===== src/rtl/decoder_nx2n_seq.sv =====
`default_nettype none
// ============================================================================
// Module   : decoder_nx2n_seq
// Brief    : Registered N-to-2^N one-hot decoder with valid/ready address
//            intake and an optional SCAN walk (enabled by DECODER_SCAN_EN).
// Revision : 1.0 - initial release
// ============================================================================
module decoder_nx2n_seq #(
    parameter int N          = 2,
    parameter int STEP       = 4,
    parameter bit ACTIVE_LOW = 1'b0
) (
    input  logic                clk,
    input  logic                rst_n,
    input  logic                en,
    input  logic                mode,
    input  logic                in_valid,
    output logic                in_ready,
    input  logic [N-1:0]        in_addr,
    output logic [(2**N)-1:0]   d,
    output logic                out_valid,
    output logic [N-1:0]        cur_addr,
    output logic                scan_wrap
);

    localparam int             c_W        = 2**N;
    localparam logic [c_W-1:0] c_INACTIVE = {c_W{ACTIVE_LOW}};
    localparam logic [N-1:0]   c_ADDR_ONE = N'(1);
    localparam logic [N-1:0]   c_ADDR_MAX = '1;

    // XOR with the inactive pattern flips polarity for active-low builds
    function automatic logic [c_W-1:0] f_decode(input logic [N-1:0] a);
        return ({{(c_W-1){1'b0}}, 1'b1} << a) ^ c_INACTIVE;
    endfunction

`ifdef DECODER_SCAN_EN
    typedef enum logic [1:0] {
        S_IDLE = 2'd0,
        S_HOLD = 2'd1,
        S_SCAN = 2'd2
    } state_t;

    localparam int              c_CW        = (STEP > 1) ? $clog2(STEP) : 1;
    localparam logic [c_CW-1:0] c_STEP_LAST = c_CW'(STEP - 1);
    localparam logic [c_CW-1:0] c_CNT_ONE   = c_CW'(1);

    logic [c_CW-1:0] r_step_cnt;
    logic [c_CW-1:0] w_step_cnt_nxt;
    logic            r_scan_wrap;
    logic            w_scan_wrap_nxt;
`else
    typedef enum logic [0:0] {
        S_IDLE = 1'b0,
        S_HOLD = 1'b1
    } state_t;

    localparam int c_unused_step = STEP;
    logic          w_unused_mode;
    assign w_unused_mode = mode;
`endif

    state_t          r_state;
    state_t          w_state_nxt;
    logic [N-1:0]    r_cur_addr;
    logic [N-1:0]    w_cur_addr_nxt;
    logic [N-1:0]    w_addr_inc;
    logic [c_W-1:0]  r_d;
    logic [c_W-1:0]  w_d_nxt;
    logic            w_accept;

`ifdef DECODER_SCAN_EN
    assign in_ready  = en & rst_n & (r_state != S_SCAN);
    assign scan_wrap = r_scan_wrap;
`else
    assign in_ready  = en & rst_n;
    assign scan_wrap = 1'b0;
`endif

    assign w_accept   = in_valid & in_ready;
    assign w_addr_inc = r_cur_addr + c_ADDR_ONE;
    assign d          = r_d;
    assign out_valid  = (r_state != S_IDLE);
    assign cur_addr   = r_cur_addr;

    always_comb begin
        w_state_nxt    = r_state;
        w_cur_addr_nxt = r_cur_addr;
        w_d_nxt        = r_d;
`ifdef DECODER_SCAN_EN
        w_step_cnt_nxt  = r_step_cnt;
        w_scan_wrap_nxt = 1'b0;
`endif
        if (!en) begin
            // disable drops to IDLE but keeps the last address for software
            w_state_nxt = S_IDLE;
            w_d_nxt     = c_INACTIVE;
`ifdef DECODER_SCAN_EN
            w_step_cnt_nxt = '0;
`endif
        end else if (w_accept) begin
            w_cur_addr_nxt = in_addr;
            w_d_nxt        = f_decode(in_addr);
            w_state_nxt    = S_HOLD;
`ifdef DECODER_SCAN_EN
            if (mode) begin
                w_state_nxt    = S_SCAN;
                w_step_cnt_nxt = '0;
            end
`endif
        end
`ifdef DECODER_SCAN_EN
        else if (r_state == S_SCAN) begin
            if (r_step_cnt == c_STEP_LAST) begin
                w_step_cnt_nxt  = '0;
                w_cur_addr_nxt  = w_addr_inc;
                w_d_nxt         = f_decode(w_addr_inc);
                w_scan_wrap_nxt = (r_cur_addr == c_ADDR_MAX);
            end else begin
                w_step_cnt_nxt = r_step_cnt + c_CNT_ONE;
            end
        end
`endif
    end

    always_ff @(posedge clk) begin
        if (!rst_n) begin
            r_state    <= S_IDLE;
            r_cur_addr <= '0;
            r_d        <= c_INACTIVE;
`ifdef DECODER_SCAN_EN
            r_step_cnt  <= '0;
            r_scan_wrap <= 1'b0;
`endif
        end else begin
            r_state    <= w_state_nxt;
            r_cur_addr <= w_cur_addr_nxt;
            r_d        <= w_d_nxt;
`ifdef DECODER_SCAN_EN
            r_step_cnt  <= w_step_cnt_nxt;
            r_scan_wrap <= w_scan_wrap_nxt;
`endif
        end
    end

endmodule
`default_nettype wire

===== config.mk =====
export PLATFORM = sky130hd
export DESIGN_NAME = decoder_nx2n_seq
export DESIGN_NICKNAME = d
export VERILOG_FILES = /design/src/rtl/decoder_nx2n_seq.sv
export SDC_FILE = /design/constraint.sdc
export NUM_CORES = 1
export LEC_CHECK = 0
export BUFFER_PORTS_ARGS = -buffer_cell sky130_fd_sc_hd__buf_2
export CAP_MARGIN = 20
export CORE_AREA = 4 4 41 43
export CTS_CLUSTER_DIAMETER = 50
export DETAILED_ROUTE_END_ITERATION = 6
export DIE_AREA = 0 0 45 47
export PLACE_DENSITY = 0.56
export SLEW_MARGIN = 5
export SYNTH_ARGS = -nofsm -noshare
export SYNTH_HDL_FRONTEND = slang
export SYNTH_SLANG_ARGS = --single-unit

===== constraint.sdc =====
create_clock -name clk -period 0.8 [get_ports clk]
set_input_delay 0.16 -clock clk [delete_from_list [all_inputs] [get_ports clk]]
set_output_delay 0.16 -clock clk [all_outputs]
set_load 0.01 [all_outputs]

After elaboration in Yosys (flattened, before gate mapping)
Index checks and enable logic that the tools add are counted.

storage, ports and cells
  flip-flop bits (word level) = 7
  input port bits = 7
  output and inout port bits = 9
  word-level logic and storage cells = 8

operators by class
  shift-type cells = 1
  bitwise logic cells = 2
  reduce and logical (&&, ||, !) cells = 2

operator list
  operator                                          count
  AND reduction 2 bit                               2
  << shifter 1 x 2 -> 4 bit (first input constant)  1
  AND 1 bit                                         2

Depth between registers and ports, before layout
Gate-level depths: netlist (run 1).

  depth after elaboration = 3
  mapped depth = 3
  gate-level depth less buffers = 2

Worst setup path before layout (run 1)
No wires, ideal clock.

  path type = register to register
  from = register d[0] (netlist name)
  to = register r_d[0], in the netlist d[0]
  library setup time = 67 ps
  arrival time = 684 ps
  data required time = 733 ps
  slack = 50 ps
  cell stages (with the launch flop) = 3
  path buffers = 0
  clock period less this slack = 750 ps
  cell sequence = dfxtp_1 -> or2b_1 -> a21oi_2

RTL lines
  item                  line  RTL
  to (signal assigned)  129   r_d <= c_INACTIVE;
  to (signal assigned)  137   r_d <= w_d_nxt;
  to (decl)             67    logic [c_W-1:0] r_d;

Worst setup path in the final report (run 1)
  from = register r_d[3], in the netlist d[3]
  to = output port d[3]

RTL lines
  item       line  RTL
  to (decl)  20    output logic [(2**N)-1:0] d,

No word-level cell between the ends.

==> results by stage, run 1 <==
Route:
- Detailed routing inserted a total of 281 vias.
- For this run, the detailed router's first-pass iteration total came to 2.
- The routed wirelength normalized by instance count is 10.3 µm.
- The DRC violations left is 0.
- For this block, the routed nets add up to approximately 700 µm of wire.
- Dividing the detail-routed via count by the number of cells gives 4.13.
- The count of routing violations after the opening detailed-route iteration is 5.
- The count of nets left with antenna violations once routing finished came out at 0.

Place:
- The number of buffers inserted by port buffering is 13.
- The detailed placer's ending HPWL is about 540 µm.
- The final weighted congestion in routability-driven placement is 0.642.
- Summing all placed instances gives a cell area of just over 400 µm².

Worst setup path:
- The family with the most delay on the worst path is flip-flops.
- The highest-delay cell along the critical path is sky130_fd_sc_hd__dfxtp_2.
- The critical path goes through buf_6.
- The worst flop-to-flop path endpoint is d[0].
- The worst reg-to-reg setup slack is 0.07 ns.
- The number of buffer and inverter instances along the worst setup path is 1.
- The cell depth of the worst flop-to-flop path is 2.
- At the worst endpoint, the arrival time is around 0.7 ns.
- The number of cells on the critical path is 1.
- STA classifies the critical path endpoint as an output pin.
- The launch instance of the worst register-to-register path is d[0].
- The largest fanout on the critical path is 2.
- For this run, the slowest stage of the critical path takes between 0.3 and 0.4 ns.
- STA classifies the critical path startpoint as a flip-flop.
- By startpoint and endpoint, the worst setup path is classified as flip-flop to output pin.
- The required time at the worst-slack endpoint is 0.64 ns.

Final layout:
- The number of nets in the layout is between 60 and 70.
- The final design instance area without fill is 489 µm².
- The synthesis-to-finish area growth is 65.0%.
- The antenna diode count is 0.
- In the final layout, the share of cells above drive strength 1 is between 50% and 60%.

Clock network:
- TritonCTS built the clock tree.
- The number of buffers inserted by hold repair at cts is 0.
- The number of H-tree levels is 1.
- The clock latency on the worst-skew pair is approximately 0.25 ns.
- The post-CTS setup buffer count is 0.
- The clock passes through at most 2 buffers.
- The cell chosen for the clock root is sky130_fd_sc_hd__clkbuf_4.
- The post-CTS clock slew at the launch and capture registers of the worst setup and hold paths is around 0.06 ns.
- The number of buffers created by CTS is 3.
- The number of sinks driven by the clock tree is 7.

Outcome:
- The final reports fail on setup timing.
- The flow ran to the end, but the final reports show violations.

STA:
- The clock arrives with 0 ns of skew.
- Hold is met by approximately 0.15 ns.
- The final clock period utilization by the worst path is 106%.
- After routing, the total negative slack on setup checks comes to -0.270 ns.
- Setup repair after global routing could not meet its margin everywhere.
- The max-slew violation count was 0.
- Timing would allow up to 1180 MHz.
- The shortest period the worst path allows is approximately 0.85 ns.
- The number of hold violations in the final report is 0.
- The total setup violations reported at the end of the flow is 7.
- After layout, the worst setup slack is -0.0454 ns.

Flow run:
- Across the run, the number of max-cap violations was 0.

Synth:
- The compound-cell area share of the yosys netlist is a little under a fifth.
- The mean area per synthesized cell is just over 9 µm².
- The synthesized netlist contains 17 unique library cells.
- Summing the areas of all xor and xnor instances in the mapped netlist gives 0% of the synthesized area.
- The net count after synthesis is 39.
- For this run, the number of Yosys warnings is 0.
- The portion of netlist area occupied by mux cells is 0%.
- By area the synthesized netlist is led by sky130_fd_sc_hd__dfxtp_1 (47%), sky130_fd_sc_hd__nand2b_1 (6.3%), sky130_fd_sc_hd__a21oi_1 (5.1%), sky130_fd_sc_hd__a21boi_0 (5.1%), sky130_fd_sc_hd__buf_4 (5.1%).
- Summing the areas of all fa, ha and maj instances in the mapped netlist gives 0% of the synthesized area.
- After synthesis the cells add up to between 200 and 300 µm².
- The synthesized netlist devotes 27.0% of its cell area to simple gates.
- The synthesized instance count is 32.
- Of the post-synthesis cell area, the dominant cell type holds between 40% and 50%.
- After synthesis, flip-flops and latches occupy 47.3% of the total area.
- The main combinational cell family by area after synthesis is simple AND/OR/NAND/NOR gates.
- Counting flops and latches in the post-synthesis netlist gives 7.
- The synthesized design spends more area on one cell type than any other, namely sky130_fd_sc_hd__dfxtp_1.

Worst hold path:
- The worst hold path cell count is 2.
- In this run the most critical hold path is launched from rst_n.
- The class of the tightest hold or removal check is input pin to flip-flop.
- The worst-case hold path end point is cur_addr[0].

Floorplan:
- The number of core rows is 13.
- The area inside the core boundary is 0.00130 mm².
- The die covers roughly 0.0021 mm².
- The number of top-level pins is 16.
- The vertical extent of the die is about 47 µm.
- The initial core utilization is around 23%.
- The x dimension of the die is about 45 µm.

Pwr:
- The peak ir drop on the vdd network is approximately 0.00075 V.
- The power density normalized to cell area is around 1700 mW/mm².
- The static leakage power is about 0.22 nW.
- Power comes to about 0.00081 W.

Global route:
- The remaining global-route overflow is 0.
- The most crowded layer after global routing is met2.
- In the global route stage, met2 resource usage came out at ~12%.
- The number of global-route vias before repair is approximately 300.
- The global routing met1 resource utilization is about 8.7%.
- The number of antenna violations at the first check in global routing is 0.
- The first global-routing pass estimated between 1000 and 1500 µm of wire.
- Global routing used 8.00% of the available tracks across all layers.
- Global routing consumed, on the met3 layer, around 3.8% of the routing resources.
- Entering global routing, the biggest net connects 7 pins.
## Yosys cell counts, drive strengths merged
cell / count
a21boi: 2
buf: 2
nand2b: 3
nor2: 2
or2b: 1
nand3b: 2
nand2: 1
conb: 1
o21a: 2
dfxtp: 7
nand3: 1
a21oi: 4
or3b: 1
and3: 2
inv: 1
## logic make-up (layout without fill, tap and decap cells)
| logic type | after synthesis | in the layout |
|---|---|---|
| simple gates | 13 | 13 |
| compound gates | 8 | 8 |
| flops | 7 | 7 |
| buf+inv | 3 | 24 |
| other cells | 1 | 1 |
## registers in the layout, indices dropped and copies added (netlist names)
signal,flops
cur_addr,2
d,4
out_valid,1
## layout make-up
class                   instances  area, µm²
clock buffers                   4       26.3
fillers                       142        812
inverters                       1       3.75
multi-input cells              22        138
flip-flops and latches          7        149
well taps                      15       18.8
repair buffers                 19        154
## routing by layer
layer / share of wire, % / vias up / wire, µm
met4: 0 / 0 / 0
met1: 42 / 120 / 291
li1: - / 147 / -
met2: 45 / 14 / 317
met5: 0 / - / 0
met3: 13 / 0 / 92
## cell usage in the layout, fill, tap and decap left out
cell type,synthesis,final
sky130_fd_sc_hd__a21boi_0,2,2
sky130_fd_sc_hd__a21oi_1,3,3
sky130_fd_sc_hd__a21oi_2,1,1
sky130_fd_sc_hd__and3_1,1,1
sky130_fd_sc_hd__and3_2,1,1
sky130_fd_sc_hd__buf_2,0,6
sky130_fd_sc_hd__buf_4,2,6
sky130_fd_sc_hd__buf_6,0,7
sky130_fd_sc_hd__clkbuf_1,0,1
sky130_fd_sc_hd__clkbuf_4,0,3
sky130_fd_sc_hd__conb_1,1,1
sky130_fd_sc_hd__dfxtp_2,0,7
sky130_fd_sc_hd__inv_1,1,1
sky130_fd_sc_hd__nand2_1,1,1
sky130_fd_sc_hd__nand2b_1,3,3
sky130_fd_sc_hd__nand3_1,1,1
sky130_fd_sc_hd__nand3b_1,2,2
sky130_fd_sc_hd__nor2_1,2,2
sky130_fd_sc_hd__o21a_1,2,2
sky130_fd_sc_hd__or2b_1,1,1
sky130_fd_sc_hd__or3b_1,1,1
## worst max path at each step
stage	startpoint	to
6_report	d[3]	d[3]
5_1_grt	out_valid	out_valid
4_1_cts	d[3]	d[3]
3_5_place_dp	in_addr[0]	d[0]
3_3_place_gp	in_addr[0]	d[0]
2_1_floorplan	d[0]	d[0]
## through the flow
stage / utilization, % / worst slack [ns] / cells
3_3_place_gp: 31.5 / -0.0507 / 64
2_1_floorplan: - / 0.0496 / 32
4_1_cts: 37.6 / -0.0575 / 68
5_1_grt: 37.6 / -0.0681 / 68
6_report: 37.6 / -0.0454 / 68
3_5_place_dp: 31.5 / -0.0580 / 64
## power by group
group	leakage (nW)	switching [W]	total (W)	internal [W]
sequential	0.0601	0.00000678	0.000369	0.000362
combinational	0.147	0.0000484	0.000115	0.0000662
clock	0.0150	0.000136	0.000326	0.000191
## repair_timing
item	in CTS	in global routing
pin swaps	0	0
cloned	0	0
gates resized for setup	14	0
setup endpoints to repair	7	7
Note: power is estimated with default switching activity, not from simulation.
==> inputs of run 2 (changes only) <==
- ABC_AREA: not set -> 1
- PLACE_DENSITY: 0.56 -> 0.57
- SETUP_SLACK_MARGIN: not set -> 0.3
==> results by stage, run 2 <==
Outcome:
- The flow ran to the end, but the final reports show violations.
- The checks that failed: setup timing.

Synth:
- The post-synthesis share of cell area spent on and, or, nand and nor gates is 32.8%.
- The count of yosys warnings during synthesis is 0.
- By area, the combinational part of the netlist is dominated by simple AND/OR/NAND/NOR gates.
- Sequential elements use ~44% of the synthesized area.
- The biggest area contributor in the post-synthesis netlist is sky130_fd_sc_hd__dfxtp_1.
- Of the total synthesized cell area, the portion taken by XOR and XNOR cells is 0%.
- The most frequent cell after synthesis is sky130_fd_sc_hd__nor2_1.
- The compound-cell area share of the yosys netlist is 7.51%.
- The portion of netlist area occupied by mux cells is 0%.
- The post-synth design cell area is 317 µm².
- The commonest cells after synthesis are sky130_fd_sc_hd__nor2_1 (14), sky130_fd_sc_hd__dfxtp_1 (7), sky130_fd_sc_hd__inv_1 (6), sky130_fd_sc_hd__nand2_1 (6).
- Counting every net in the synthesized netlist gives 52.
- The synthesized design devotes to its leading area cell type about 44% of total area.
- The share of synthesized cell area in full adder, half adder and majority cells is 0%.
- By area the synthesized netlist is led by sky130_fd_sc_hd__dfxtp_1 (44%), sky130_fd_sc_hd__nor2_1 (17%), sky130_fd_sc_hd__inv_1 (7.1%), sky130_fd_sc_hd__nand2_1 (7.1%), sky130_fd_sc_hd__nand4_1 (4.0%).
- For this run, asynchronously set or reset flops after synthesis account for 0%.
- The average instance in the mapped netlist occupies 7.03 µm².
- The dominant register cell in the synthesized netlist is sky130_fd_sc_hd__dfxtp_1.
- The number of distinct library cells after synthesis is 14.
- Yosys mapped a number of flops with a built-in enable equal to 0.
- In the synthesized netlist, the number of instances is 45.
- The register bit count reported by yosys is 7.

Final layout:
- 0 antenna diodes ended up in the layout.
- The flip-flop count of the largest register after layout is 4.
- The fraction of layout cells with a size suffix above 1 is a little under three fifths.
- The top cell types in the final layout, fill and taps aside, are sky130_fd_sc_hd__nor2_1 (13), sky130_fd_sc_hd__buf_6 (9), sky130_fd_sc_hd__dfxtp_2 (7).
- The number of nets in the layout is 73.
- The synthesis-to-finish area growth is 75.5%.
- The most common cell after layout, fill and taps aside is sky130_fd_sc_hd__nor2_1.

Floorplan:
- The floorplan step defined a die boundary enclosing 0.00212 mm².
- The core region is ~0.0013 mm².
- The x dimension of the die is ~45 µm.
- In this run the count of I/O pins placed on the die edge is 16.
- Row generation in the floorplan step produced 13 rows.
- The vertical extent of the die is between 40 and 50 µm.
- The initial core utilization is around a quarter.

STA:
- Setup violations remaining at the end of the flow were counted as 7.
- The number of hold violations in the final report is 0.
- The total negative slack is -0.310 ns.
- The worst path in the final design needs a cycle of 0.853 ns, including I/O delays and setup.
- The timing-limited maximum frequency is approximately 1200 MHz.
- The max-slew violation count is 0.
- Setup repair after global routing could not meet its margin everywhere.
- The least setup slack across all paths after layout is -0.0535 ns.
- The final clock period utilization by the worst path is 107%.
- The worst clock skew is 0 ns.

Pwr:
- The power density normalized to cell area is around 1500 mW/mm².
- For this design the static power due to leakage is ~0.25 nW.
- The peak ir drop on the vdd network is 0.000810 V.

Clock network:
- The clock tree from TritonCTS is yes.
- The number of H-tree levels is 1.
- After clock tree synthesis, the clock-pin slew on the worst setup and hold paths is about 0.060 ns.
- The number of buffers inserted by hold repair at cts is 0.
- The cell chosen for the clock root is sky130_fd_sc_hd__clkbuf_4.
- At the later pin of the worst-skew pair, clock insertion delay measures around 0.25 ns.
- Counting every sink on the clock net gives 7.
- In this run the deepest clock path goes through 2 buffers.
- Clock tree synthesis inserted a total of 3 buffers.

Route:
- The number of vias after detailed routing is between 300 and 400.
- In this run, the number of DRC markers left after iteration 0 of detailed routing was 2.
- The first detailed-routing pass took 4 iterations.
- After detailed routing, the total wire length is 728 µm.
- In the routed design, unresolved DRC markers number 0.
- The count of antenna-violating nets left after detailed routing is 0.
- Using the TritonRoute via totals, the vias-per-cell ratio works out to roughly 4.2.
- The routed wirelength normalized by instance count is between 9 and 10 µm.

Worst setup path:
- The slowest stage of the critical path belongs to the cell sky130_fd_sc_hd__dfxtp_2.
- The critical setup path kind is flip-flop to output pin.
- In this run the worst path has a maximum fanout of 2.
- Traced cell by cell, the critical path runs through buf_6.
- The type of origin of the critical path is a flip-flop.
- The family with the most delay on the worst path is flip-flops.
- Together, buffers and inverters on the worst path number 1.
- For the worst setup path, the data arrival time is about 0.7 ns.
- The required time at the worst-slack endpoint is 0.64 ns.
- In this design, the stage delay of the slowest critical-path cell is about 0.33 ns.
- The kind of end point of the critical path is an output pin.
- The worst reg-to-reg setup slack is ~0.17 ns.

Worst hold path:
- The class of the tightest hold or removal check is input pin to flip-flop.

Global route:
- The all-layer global routing usage is 8.64%.
- The remaining global-route overflow is 0.
- Entering global routing, the biggest net connects 10 pins.
- The number of antenna violations at the first check in global routing is 0.
- The number of global-route vias before repair is roughly 340.
- The first global-routing pass estimated about 1300 µm of wire.

Flow run:
- Max-cap violations in this run came to 0.

Place:
- Buffers placed on the I/O ports in this run total 13.
- The post-placement worst setup slack is ~0.00015 ns.
- After legalization and detailed placement, the total HPWL measured roughly 510 µm.
- The congestion estimate from routability-driven global placement came to between 0.7 and 0.8.
[run 2: cell count changes in the layout (fill, tap and decap cells not counted), moves of 3 or more]
cell,delta
sky130_fd_sc_hd__buf_2,-3
sky130_fd_sc_hd__nand2_1,+4
sky130_fd_sc_hd__nand2b_1,-3
sky130_fd_sc_hd__inv_1,+5
sky130_fd_sc_hd__nor2_1,+11
[run 2: final timing paths]
| check | startpoint | to | depth (start not counted) |
|---|---|---|---|
| setup / recovery | cur_addr[1] | cur_addr[1] | 1 |
| hold / removal | in_addr[1] | cur_addr[1] | 3 |
| setup reg to reg | d[2] | d[2] | 4 |
| hold reg to reg | cur_addr[1] | cur_addr[1] | 2 |
[run 2: cell type report]
class,instances,area (µm²)
fill,151,746
timing repair buffer,18,176
multi-input combinational,29,156
sequential,7,149
inverter,7,28.8
clock buffer,4,26.3
tap,15,18.8
[run 2: layer usage]
| metal | wire, µm | track usage [%] | up-vias |
|---|---|---|---|
| met5 | 0 | 0 | - |
| met4 | 21 | 7.02 | 0 |
| met3 | 69 | 3.07 | 6 |
| met2 | 337 | 14.4 | 13 |
| met1 | 299 | 8.72 | 144 |
| li1 | - | - | 175 |
[run 2: kinds of logic after synthesis]
family                 count (synthesis)
AND/OR/NAND/NOR                       24
buffers and inverters                  9
flip-flops                             7
AO/OA/AOI/OAI                          4
other                                  1
[run 2: power breakdown]
part           internal, W  leakage [nW]  switching [W]
logic            0.0000734         0.174      0.0000655
registers         0.000359        0.0601     0.00000668
clock network     0.000191        0.0150       0.000137
total             0.000624         0.249       0.000209
[run 2: stage by stage]
stage          area, µm²  cells  total power (W)  utilization, %  hold slack (ns)
4_1_cts              529     79         0.000827            40.7            0.186
5_1_grt              556     80         0.000881            42.7            0.212
6_report             556     80         0.000833            42.7            0.194
3_5_place_dp         405     72         0.000460            31.2            0.448
3_3_place_gp         405     72         0.000459            31.2            0.443
2_1_floorplan        337     45         0.000427               -            0.284
[run 2: repair_timing]
item                       4_1_cts  5_1_grt
pin swaps                        2        3
buffers inserted                 3        1
gates cloned                     0        0
gates resized for setup         15        6
setup endpoints to repair       15       15
==> inputs of run 3 (changes only) <==
- MAX_ROUTING_LAYER: not set -> met4
==> results by stage, run 3 (same netlist as run 2, synthesis figures left out) <==
Pwr:
- Combinational logic burns about 17% of the power.
- Sequential cells burn 44.0% of the power.
- The power density normalized to cell area is around 1500 mW/mm².
- Internal power comes to about 0.00062 W.
- In this run switching power makes up about 25% of total power.
- VDD sags by at most 0.000810 V.
- The power spent charging and discharging nets is about 0.00021 W.
- The proportion of power drawn by the clock network is between 30 and 40%.
- In this run the static leakage power is about 0.25 nW.

Worst setup path:
- The number of buffer and inverter instances along the worst setup path is 1.
- On the critical path, the stage with the largest delay is an instance of sky130_fd_sc_hd__dfxtp_2.
- Across all register-to-register paths, the minimum setup slack is 0.17 ns.
- The worst register-to-register path has a depth of 4.
- In this run the critical register-to-register path is captured at d[2].
- The largest fanout on the critical path is 2.
- The critical setup path kind is flip-flop to output pin.
- The required time at the worst-slack endpoint is roughly 0.64 ns.
- In this design, the stage delay of the slowest critical-path cell is roughly 0.33 ns.
- The family with the most delay on the worst path is flip-flops.
- For the worst setup path, the data arrival time is between 0.6 and 0.7 ns.
- The kind of end point of the critical path is an output pin.
- The type of origin of the critical path is a flip-flop.
- The launch instance of the worst register-to-register path is d[2].
- The critical path goes through buf_6.

Outcome:
- The flow ran to the end, but the final reports show violations.
- The final reports fail on setup timing.

Global route:
- The remaining global-route overflow is 0.
- The number of antenna violations at the first check in global routing is 0.
- The global-route wire length before repair is between 1000 and 1500 µm.
- Global routing consumed, over all layers together, under 10% of the routing resources.
- The number of global-route vias before repair was between 300 and 400.
- The pin count of the biggest net entering global routing is 10.

Place:
- Input and output buffers added on the ports amount to 13.
- The number of cells after detailed placement is slightly above 70.
- The congestion estimate from routability-driven global placement came to approximately 0.72.
- Once detailed placement completed, the half-perimeter wirelength came to roughly 510 µm.
- The post-placement worst setup slack is 0.000148 ns.

Final layout:
- Leaving out fill and tap cells, the most frequent cells in the layout are sky130_fd_sc_hd__nor2_1 (13), sky130_fd_sc_hd__buf_6 (9), sky130_fd_sc_hd__dfxtp_2 (7).
- Cells with a size suffix above 1 make up 55.4% of the layout.
- The most common cell after layout, fill and taps aside is sky130_fd_sc_hd__nor2_1.
- The flip-flop count of the largest register after layout is 4.
- The fill cell instance count of the final layout is 151.
- Compared with the post-synthesis result, the final layout area differs by 75.5%.
- The multi-input combinational cell area is 156 µm².
- Across the whole layout, storage elements account for ~150 µm².
- The count of cells in the finished layout, fillers not included, comes to 80.
- The antenna diode count is 0.
- At the end of the flow, the number of nets in the layout was 73.

STA:
- The least setup slack across all paths after layout is -0.0535 ns.
- The number of hold violations in the final report is 0.
- The worst clock skew is 0 ns.
- Setup repair after global routing could not meet its margin everywhere.
- The smallest clock period supported by the final layout is computed as 0.853 ns.
- For this run, the top clock speed supported by timing is around 1200 MHz.
- The max-slew violation count is 0.
- The total negative slack is -0.310 ns.
- Setup violations remaining at the end of the flow were counted as 7.
- The final clock period utilization by the worst path is 107%.

Clock network:
- For this design, the sink count on the clock tree is 7.
- The clock reaches the later pin of the worst-skew pair after roughly 0.25 ns.
- The number of H-tree levels is 1.
- The number of buffers inserted by hold repair at cts is 0.
- The cell chosen for the clock root is sky130_fd_sc_hd__clkbuf_4.
- The number of buffers between clock root and the deepest sink is 2.
- The number of buffers created by CTS is 3.
- The post-CTS clock slew at the launch and capture registers of the worst setup and hold paths is around 0.06 ns.
- TritonCTS built the clock tree.

Floorplan:
- Once the floorplan was initialized, standard cells occupied roughly a quarter of the core.
- The floorplan die area is around 0.0021 mm².
- The number of core rows is 13.
- The die is 47 µm tall.
- Pin placement for this block handled 16 I/O pins.
- The x dimension of the die is between 40 and 50 µm.
- The floorplan step defined a core boundary enclosing approximately 0.0013 mm².

Route:
- The number of vias after detailed routing is roughly 340.
- Dividing the detail-routed wire length by the instance count gives 9.09 µm.
- In the routed design, unresolved DRC markers number 0.
- Wires add up to between 700 and 800 µm.
- The detail route stage leaves a number of antenna-violating nets equal to 0.
- The via density per instance is 4.23.
- The number of iterations in the first detailed-routing pass is 4.
- The count of routing violations after the opening detailed-route iteration is 2.

Worst hold path:
- The worst-case hold path end point is cur_addr[1].
- In this run the worst hold path is classified as input pin to flip-flop.
- Counting instances, the worst hold path has a depth of 3.
- The startpoint identified for the worst hold timing path is in_addr[1].

Flow run:
- The max-cap check violation count is 0.
-- run 3: worst max-delay path by stage --
stage / end / start / cells after the start
after detailed placement: d[1] / in_valid / 5
after CTS: cur_addr[0] / cur_addr[0] / 1
after floorplan: d[1] / in_valid / 5
final: cur_addr[1] / cur_addr[1] / 1
after global routing: cur_addr[0] / cur_addr[0] / 1
after global placement: d[3] / in_valid / 5
-- run 3: power by group through the flow --
stage,Sequential (W),Clock (W),Combinational (W)
after floorplan,0.000375,0,0.0000515
after global placement,0.000370,0,0.0000889
after detailed placement,0.000370,0,0.0000895
after CTS,0.000365,0.000335,0.000127
after global routing,0.000367,0.000362,0.000152
final,0.000366,0.000328,0.000139
-- run 3: cell type report --
cell class / count / area share [%]
sequential: 7 / 26.8
multi-input combinational: 29 / 28.2
tap: 15 / 3.38
timing repair buffer: 18 / 31.8
inverter: 7 / 5.18
clock buffer: 4 / 4.73
-- run 3: per-layer routing --
metal  part of all wire [%]  GRT usage, %  wire length (µm)
met1                     41          8.94               299
met2                     46          14.4               337
met3                    9.4          2.68                68
met4                    2.9          7.02                21
met5                      0             -                 0
-- run 3: what timing repair did --
| item | in CTS | in global routing |
|---|---|---|
| resized for setup | 15 | 6 |
| pin swaps | 2 | 3 |
| buffers inserted | 3 | 1 |
| setup endpoints to repair | 15 | 15 |
| gates cloned | 0 | 0 |
-- run 3: stage by stage --
step	util (%)	hold slack, ns	total power [W]	instance area [µm²]
after floorplan	-	0.284	0.000427	337
after global placement	31.2	0.443	0.000459	405
after detailed placement	31.2	0.448	0.000460	405
after CTS	40.7	0.186	0.000827	529
after global routing	42.7	0.212	0.000881	556
final	42.7	0.194	0.000833	556
